File: src/rtl/chi_pkg.sv
// Shared types and the row transform for chi_row_engine.
package chi_pkg;

   // Widest row-vector chi_row() supports; callers zero-extend narrower rows.
   localparam int unsigned MAX_ROWS = 64;

   localparam logic MODE_CHI    = 1'b0;
   localparam logic MODE_BYPASS = 1'b1;

   typedef enum logic [1:0] {StIdle, StRun, StDrain, StFin} state_e;

   // out[i] = a[i] ^ (~a[i+1] & a[i+2]), indices wrapping modulo rows.
   function automatic logic [MAX_ROWS-1:0] chi_row(input logic [MAX_ROWS-1:0] a,
                                                   input int unsigned rows);
      logic [MAX_ROWS-1:0] res;
      int unsigned i1;
      int unsigned i2;
      res = '0;
      for (int unsigned i = 0; i < MAX_ROWS; i++) begin
         i1 = 0;
         i2 = 0;
         if (i < rows) begin
            i1 = (i + 1) % rows;
            i2 = (i + 2) % rows;
            res[i[5:0]] = a[i[5:0]] ^ (~a[i1[5:0]] & a[i2[5:0]]);
         end
      end
      return res;
   endfunction

endpackage

File: src/rtl/chi_row_fifo.sv
// Two-entry {addr, data} result buffer; push while full is honoured only with a same-cycle pop.
module chi_row_fifo #(
   parameter int unsigned WIDTH = 8
) (
   input  logic             clk,
   input  logic             rst,
   input  logic             push,
   input  logic [WIDTH-1:0] push_data,
   input  logic             pop,
   output logic [WIDTH-1:0] head,
   output logic [1:0]       count,
   output logic             full,
   output logic             empty
);

   logic [WIDTH-1:0] mem_q [2];
   logic             wr_ptr_q;
   logic             rd_ptr_q;
   logic [1:0]       count_q;
   logic             do_push;
   logic             do_pop;

   assign do_pop  = pop && (count_q != 2'd0);
   assign do_push = push && ((count_q != 2'd2) || do_pop);

   always_ff @(posedge clk or negedge rst) begin
      if (!rst) begin
         mem_q[0] <= '0;
         mem_q[1] <= '0;
         wr_ptr_q <= 1'b0;
         rd_ptr_q <= 1'b0;
         count_q  <= 2'd0;
      end else begin
         if (do_push) begin
            mem_q[wr_ptr_q] <= push_data;
            wr_ptr_q        <= ~wr_ptr_q;
         end
         if (do_pop) begin
            rd_ptr_q <= ~rd_ptr_q;
         end
         if (do_push && !do_pop) begin
            count_q <= count_q + 2'd1;
         end else if (do_pop && !do_push) begin
            count_q <= count_q - 2'd1;
         end
      end
   end

   assign head  = mem_q[rd_ptr_q];
   assign count = count_q;
   assign full  = (count_q == 2'd2);
   assign empty = (count_q == 2'd0);

endmodule

File: src/rtl/chi_row_engine.sv
// Row-at-a-time chi/bypass sweep over a COLS x PAGES state with a 2-entry write buffer.
// Optional iota injection on column 0 rows is enabled by defining CHI_IOTA_EN.
module chi_row_engine
   import chi_pkg::*;
#(
   parameter int unsigned ROWS   = 5,
   parameter int unsigned COLS   = 5,
   parameter int unsigned PAGES  = 64,
   parameter int unsigned ADDR_W = $clog2(COLS * PAGES)
) (
   input  logic              clk,
   input  logic              rst,
   input  logic              start,
   input  logic              mode,
   output logic              rd_en,
   output logic [ADDR_W-1:0] rd_addr,
   input  logic [ROWS-1:0]   rd_data,
   output logic              wr_en,
   output logic [ADDR_W-1:0] wr_addr,
   output logic [ROWS-1:0]   wr_data,
   input  logic              wr_ready,
`ifdef CHI_IOTA_EN
   input  logic [PAGES-1:0]  rc,
`endif
   output logic              busy,
   output logic              done
);

   localparam int unsigned JW = (COLS > 1) ? $clog2(COLS) : 1;
   localparam int unsigned KW = (PAGES > 1) ? $clog2(PAGES) : 1;

   state_e            state_q, state_d;
   logic [JW-1:0]     j_q;
   logic [KW-1:0]     k_q;
   logic              mode_q;
   logic              rd_vld_q;
   logic [ADDR_W-1:0] rd_addr_q;
`ifdef CHI_IOTA_EN
   logic [JW-1:0]     rd_j_q;
   logic [KW-1:0]     rd_k_q;
`endif

   logic                 last_j;
   logic                 last_k;
   logic                 last_rd;
   logic                 credit_ok;
   logic                 pop;
   logic [MAX_ROWS-1:0]  chi_full;
   logic [ROWS-1:0]      xf_data;
   logic [ADDR_W+ROWS-1:0] fifo_head;
   logic [1:0]           fifo_count;
   logic                 fifo_full;
   logic                 fifo_empty;

   assign last_j  = (j_q == JW'(COLS - 1));
   assign last_k  = (k_q == KW'(PAGES - 1));
   assign rd_addr = ADDR_W'(32'(k_q) * COLS + 32'(j_q));

   // A read may issue only if its return finds a free slot, counting this cycle's pop.
   assign pop       = wr_en && wr_ready;
   assign credit_ok = fifo_full ? pop : !((fifo_count == 2'd1) && rd_vld_q && !pop);
   assign rd_en     = (state_q == StRun) && credit_ok;
   assign last_rd   = rd_en && last_j && last_k;

   always_comb begin
      state_d = state_q;
      unique case (state_q)
         StIdle:  if (start) state_d = StRun;
         StRun:   if (last_rd) state_d = StDrain;
         StDrain: if (fifo_empty && !rd_vld_q) state_d = StFin;
         StFin:   state_d = StIdle;
         default: state_d = StIdle;
      endcase
   end

   always_ff @(posedge clk or negedge rst) begin
      if (!rst) begin
         state_q   <= StIdle;
         j_q       <= '0;
         k_q       <= '0;
         mode_q    <= MODE_CHI;
         rd_vld_q  <= 1'b0;
         rd_addr_q <= '0;
`ifdef CHI_IOTA_EN
         rd_j_q    <= '0;
         rd_k_q    <= '0;
`endif
      end else begin
         state_q  <= state_d;
         rd_vld_q <= rd_en;
         if ((state_q == StIdle) && start) begin
            mode_q <= mode;
         end
         if (rd_en) begin
            rd_addr_q <= rd_addr;
`ifdef CHI_IOTA_EN
            rd_j_q    <= j_q;
            rd_k_q    <= k_q;
`endif
            if (last_j) begin
               j_q <= '0;
               k_q <= last_k ? '0 : k_q + KW'(1);
            end else begin
               j_q <= j_q + JW'(1);
            end
         end
      end
   end

   // ROWS must not exceed MAX_ROWS; the row is zero-extended into the shared transform.
   always_comb begin
      chi_full = chi_row(MAX_ROWS'(rd_data), ROWS);
      if (mode_q == MODE_BYPASS) begin
         xf_data = rd_data;
      end else begin
         xf_data = chi_full[ROWS-1:0];
`ifdef CHI_IOTA_EN
         if (rd_j_q == '0) begin
            xf_data[0] = xf_data[0] ^ rc[rd_k_q];
         end
`endif
      end
   end

   chi_row_fifo #(
      .WIDTH(ADDR_W + ROWS)
   ) u_fifo (
      .clk       (clk),
      .rst       (rst),
      .push      (rd_vld_q),
      .push_data ({rd_addr_q, xf_data}),
      .pop       (pop),
      .head      (fifo_head),
      .count     (fifo_count),
      .full      (fifo_full),
      .empty     (fifo_empty)
   );

   assign wr_en   = !fifo_empty;
   assign wr_addr = wr_en ? fifo_head[ADDR_W+ROWS-1:ROWS] : '0;
   assign wr_data = wr_en ? fifo_head[ROWS-1:0] : '0;
   assign busy    = (state_q != StIdle);
   assign done    = (state_q == StFin);

endmodule

File: config.mk
export PLATFORM = sky130hd
export DESIGN_NAME = chi_row_engine
export DESIGN_NICKNAME = d
export VERILOG_FILES = /design/src/rtl/chi_pkg.sv /design/src/rtl/chi_row_fifo.sv /design/src/rtl/chi_row_engine.sv
export SDC_FILE = /design/constraint.sdc
export NUM_CORES = 1
export LEC_CHECK = 0
export BUFFER_PORTS_ARGS = -buffer_cell sky130_fd_sc_hd__buf_2
export CAP_MARGIN = 5
export CORE_AREA = 5 5 99 138
export CTS_BUF_LIST = sky130_fd_sc_hd__clkbuf_2
export DETAILED_ROUTE_END_ITERATION = 8
export DIE_AREA = 0 0 104 143
export SLEW_MARGIN = 20
export SYNTH_ARGS = -nofsm -noshare
export SYNTH_HDL_FRONTEND = slang
export SYNTH_SLANG_ARGS = --single-unit
File: constraint.sdc
create_clock -name clk -period 7.1 [get_ports clk]
set_input_delay 0.71 -clock clk [delete_from_list [all_inputs] [get_ports clk]]
set_output_delay 0.71 -clock clk [all_outputs]
set_load 0.02 [all_outputs]
---- Word level (Yosys, flattened, before mapping) ----
Index checks and enable logic that the tools add are counted.
storage, ports and cells
  bits in registers ....................... 54
  output and inout bits ................... 27
  logic and storage cells ................. 95
  input bits .............................. 10
cells by class
  $lt $le $gt $ge ......................... 3
  eq/ne operators ......................... 11
  mux-type cells .......................... 18
  add/subtract/negate cells ............... 5
  bitwise gates (word level) .............. 19
  reduce and logical (&&, ||, !) cells .... 27
  $mul .................................... 1
operators by type and width
  cell                 number
  $mux 14              4
  $bwmux 28            1
  $demux 14 s1         1
  $logic_and 1x1->1    13
  $mux 2               5
  $mux 5               2
  $add 9x3->9          1
  $mul 6x3->9 const B  1
  $mux 9               1
  $ne 2x2->1 const B   4
  $pmux 2 s4           1
  $not 1->1            7
  $add 6x1->6 const B  1
  $eq 2x2->1 const B   3
  $eq 6x6->1 const B   1
  $logic_not 1->1      6
  $mux 6               1
  $reduce_bool 2->1    3
  $and 1x1->1          5
  $xor 1x1->1          5
  $eq 2x1->1 const B   2
  $ge 2x2->1 const B   2
  $logic_not 2->1      2
  $not 1->2            2
  10 further kinds     10

---- Longest topological paths before layout ----
  word-level depth ........................ 12
  gate-level depth with buffers ........... 10
  gate-level depth less buffers ........... 9

---- Cells and area by module ----
A second synthesis with hierarchy kept.
unflattened totals
  cells, all modules ...................... 252
  area, all modules ....................... 3165.5 um^2
modules (own cells, without submodules)
  module          seq. area each (um^2)  instances  area an instance (um^2)  cells an instance
  chi_row_engine  550.5                  1          1689.1                   159
  chi_row_fifo    800.8                  1          1476.4                   93

---- Worst setup path after synthesis ----
OpenSTA, ideal clock, no wires.
  path kind ............................... register to output
  from .................................... register k_q[1]
  to ...................................... output rd_addr[7]
  stages on the path, launching flop included .. 8
  path slack .............................. 4.036 ns
  arrival ................................. 2.354 ns
  data required time ...................... 6.390 ns
  path buffers ............................ 0
  cell sequence ........................... dfrtp_1 ha_1 ha_1 ha_1 nor2b_1 o31a_1 or4_1 nand3_1
on the way
  word-level cells in the longest chain between the ends .. 2
ends and longest elaborated chain
  item                    RTL line               text
  from (decl)             chi_row_engine.sv:34   logic [KW-1:0] k_q;
  from (signal assigned)  chi_row_engine.sv:102  k_q <= last_k ? '0 : k_q + KW'(1);
  $mul 6x3->9             chi_row_engine.sv:57   assign rd_addr = ADDR_W'(32'(k_q) * COLS + 32'(j_q));
  $add 9x3->9             chi_row_engine.sv:57
  to (decl)               chi_row_engine.sv:16   output logic [ADDR_W-1:0] rd_addr,
Every way passes these cells.

---- Worst setup path after layout ----
Same ends and word-level chain as after synthesis.

==> results.yml <==
outcome:
  status: "finished, final reports clean"
clocking:
  hold_buffers: 0
  cts_made_buffers: 5
  cts_tree: "yes"
  cts_resized: 0
  clk_latency_ns: 0.44
  h-tree-depth: 2
  cts.sinks: 54
  cts.clk_slew.worst_paths_ns: 0.28
  cts_root_buf: "clkbuf_2"
  cts.path.max_buffers: 2
  cts_setup_buffers: 0
floorplanning:
  pin_count: 37
  die_area_mm2: 0.0149
  rows: 48
  fp.coreArea_mm2: 0.0123
  start_util_pct: 24.4
  die_w_um: 104
  die_y_um: 143
placement:
  io_buffers: 36
  dp_hpwl_um: 4670
  place_congestion: 0.790
  dp.cells: 459
timing:
  fmax_mhz: 266
  skew_ns: 0.0290
  fin_crit_sh_pct: 52.9
  setup-tns-final_ns: 0
  slew_viol_final: 0
  fin_crit_ns: 3.76
  worst_slew_pin_slew_ns: 0.929
  rsz0062_at_grt: "no"
  setup_viol: 0
  hold_viol_final: 0
  slew_headroom_pct: 38.1
setup_path:
  critPathKind: "reg2out"
  required_ns: 6.39
  cp_slowest_cell: "dfrtp_1"
  rrSetupSlack_ns: 4.36
  worstPathArrival_ns: 3.05
  path_cells: "ha_1 > ha_1 > ha_1 > nor2b_1 > o31a_1 > or4_1 > nand3_1 > buf_2"
  critPathTopFamily: "adder cells"
  crit_buf_inv: 1
  end_kind: "output port"
  start_kind: "register"
  cp_common_cell: "ha_1"
  max_stage_delay_ns: 0.53
  critPathMaxFanout: 8
synthesis:
  async_flop_share_pct: 100
  synth-edff-count: 0
  ys_seq_area_share_pct: 45.2
  synth.area.top_cells: "dfrtp_1 45%, ha_1 13%, mux2_2 8.7%, mux2i_1 5.0%, nand2_1 3.8%"
  ys.warnings.count: 0
  synth.avg_cell_area_um2: 10.7
  yosysTopAreaCell: "dfrtp_1"
  synth_seq_cells: 54
  synthTopCellsByCount: "54 x dfrtp_1, 30 x ha_1, 30 x nand2_1"
  synth_ff_type: "dfrtp_1"
  synth_top_area_share_pct: 45.2
  syn_inst: 279
  synthDistinctLibCells: 41
  synth_area_mm2: 0.00299
  post-synth-top-count-cell: "dfrtp_1"
  syn_nets: 320
pwr:
  peakVddDrop_mv: 0.171
  p_leak_nw: 1.70
  p_per_area_mw_per_mm2: 481
detailed_routing:
  ant_nets: 0
  drt_iter0_markers: 85
  first_pass_iters: 4
  vias: 2100
  wl_per_cell_um: 13.5
  viasPerCell: 4.50
  wl_um: 6320
  drc: 0
finish:
  final_cells: 467
  fillers: 1324
  syn_to_final_growth_pct: 13.3
  antenna_cells: 0
  drive_above_1_share_pct: 24.3
  finalNetCount: 357
grt:
  track_usage_pct: 8.84
  grt_max_degree: 55
  grt_pass1_wl_um: 10800
  overflow: 0
  antenna_found_initial: 0
  grt_pass1_vias: 2154
hold_path:
  hold_class: "in2async"
run:
  maxCapViolCount: 0
routing by layer:
metal  global-route usage, %  vias up  wire (um)
li1                        -     1029          -
met1                    10.6     1028       2770
met2                    15.5       35       3160
met3                    2.89        8        321
met4                    2.05        0         61
met5                       0        -          0
path summary, 6_finish.rpt:
check                                startpoint               end  depth (start not counted)
min in group clk                           mode            mode_q                          2
worst min-delay path                        rst  u_fifo.mem_q[15]                          2
worst max-delay path                     k_q[1]        rd_addr[7]                          8
worst max register to register  u_fifo.count[0]  u_fifo.mem_q[22]                          7
worst min register to register  u_fifo.mem_q[2]   u_fifo.mem_q[2]                          2
max in group asynchronous                   rst  u_fifo.mem_q[13]                          2
report_power, final:
part	switching [mW]	internal, mW
Sequential	0.108	0.430
Combinational	0.557	0.376
Clock	0.0968	0.0607
Total	0.761	0.867
through the flow:
stage / utilization [%] / power, mW / hold WS, ns / instance area, um2 / setup slack (ns)
2_1_floorplan: - / 1.23 / 0.414 / 2990 / 4.04
3_5_place_dp: 27.1 / 1.50 / 0.471 / 3320 / 3.86
4_1_cts: 27.7 / 1.67 / 0.339 / 3390 / 3.28
3_3_place_gp: 27.1 / 1.48 / 0.462 / 3320 / 3.89
5_1_grt: 27.7 / 1.79 / 0.347 / 3390 / 3.11
6_report: 27.7 / 1.63 / 0.347 / 3390 / 3.34
logic make-up after synthesis:
kind of cell / after synthesis / share of synthesized area, %
and+or+nand+nor: 76 / 10.9
adders and majority gates: 31 / 13.2
xor gates and xnor gates: 14 / 4.10
DFF: 54 / 45.2
buffers and inverters: 22 / 3.43
muxes: 39 / 14.2
AOI/OAI and AO/OA: 43 / 8.95
worst register-to-register path, delay by kind of cell, from the launching register on:
kind            cells  cell delay (ns)
compound gates      1             0.21
fa+ha+maj           1             0.46
buf+inv             2             0.16
flops               1             0.45
mux                 1             0.41
simple gates        2             0.96
sequential cells by signal, summed over array words and instances, names as in the netlist:
name / count
u_fifo.count: 2
mode_q: 1
u_fifo.wr_ptr_q: 1
k_q: 6
state_q: 2
j_q: 3
u_fifo.mem_q: 28
rd_addr_q: 9
u_fifo.rd_ptr_q: 1
rd_vld_q: 1
layout make-up:
class | count | area, um2 | share of cell area [%]
Sequential cell | 54 | 1350 | 39.9
Clock buffer | 6 | 30.0 | 0.886
Inverter | 15 | 58.8 | 1.73
Timing Repair Buffer | 37 | 188 | 5.54
Multi-Input combinational cell | 203 | 1540 | 45.3
Tap cell | 150 | 188 | 5.54
Clock inverter | 2 | 37.5 | 1.11
cells in the final DEF (no fill, tap or decap), types with 2 or more instances in the layout:
cell      Yosys  routed
mux2_2       23      23
a21o_1        2       2
a31oi_1       2       2
xor2_1        6       6
dfrtp_1      54      54
nor3_1        2       2
inv_1        13      13
ha_1         30      30
clkbuf_2      0       6
mux2i_1      15      15
nor2_1       29      29
xnor2_1       8       8
o21ai_0      17      17
buf_2         2      36
a21oi_1      11      11
nand4_1       3       3
nand2_1      30      30
nand3_1       5       5
Power figures use the tool's default switching activity.
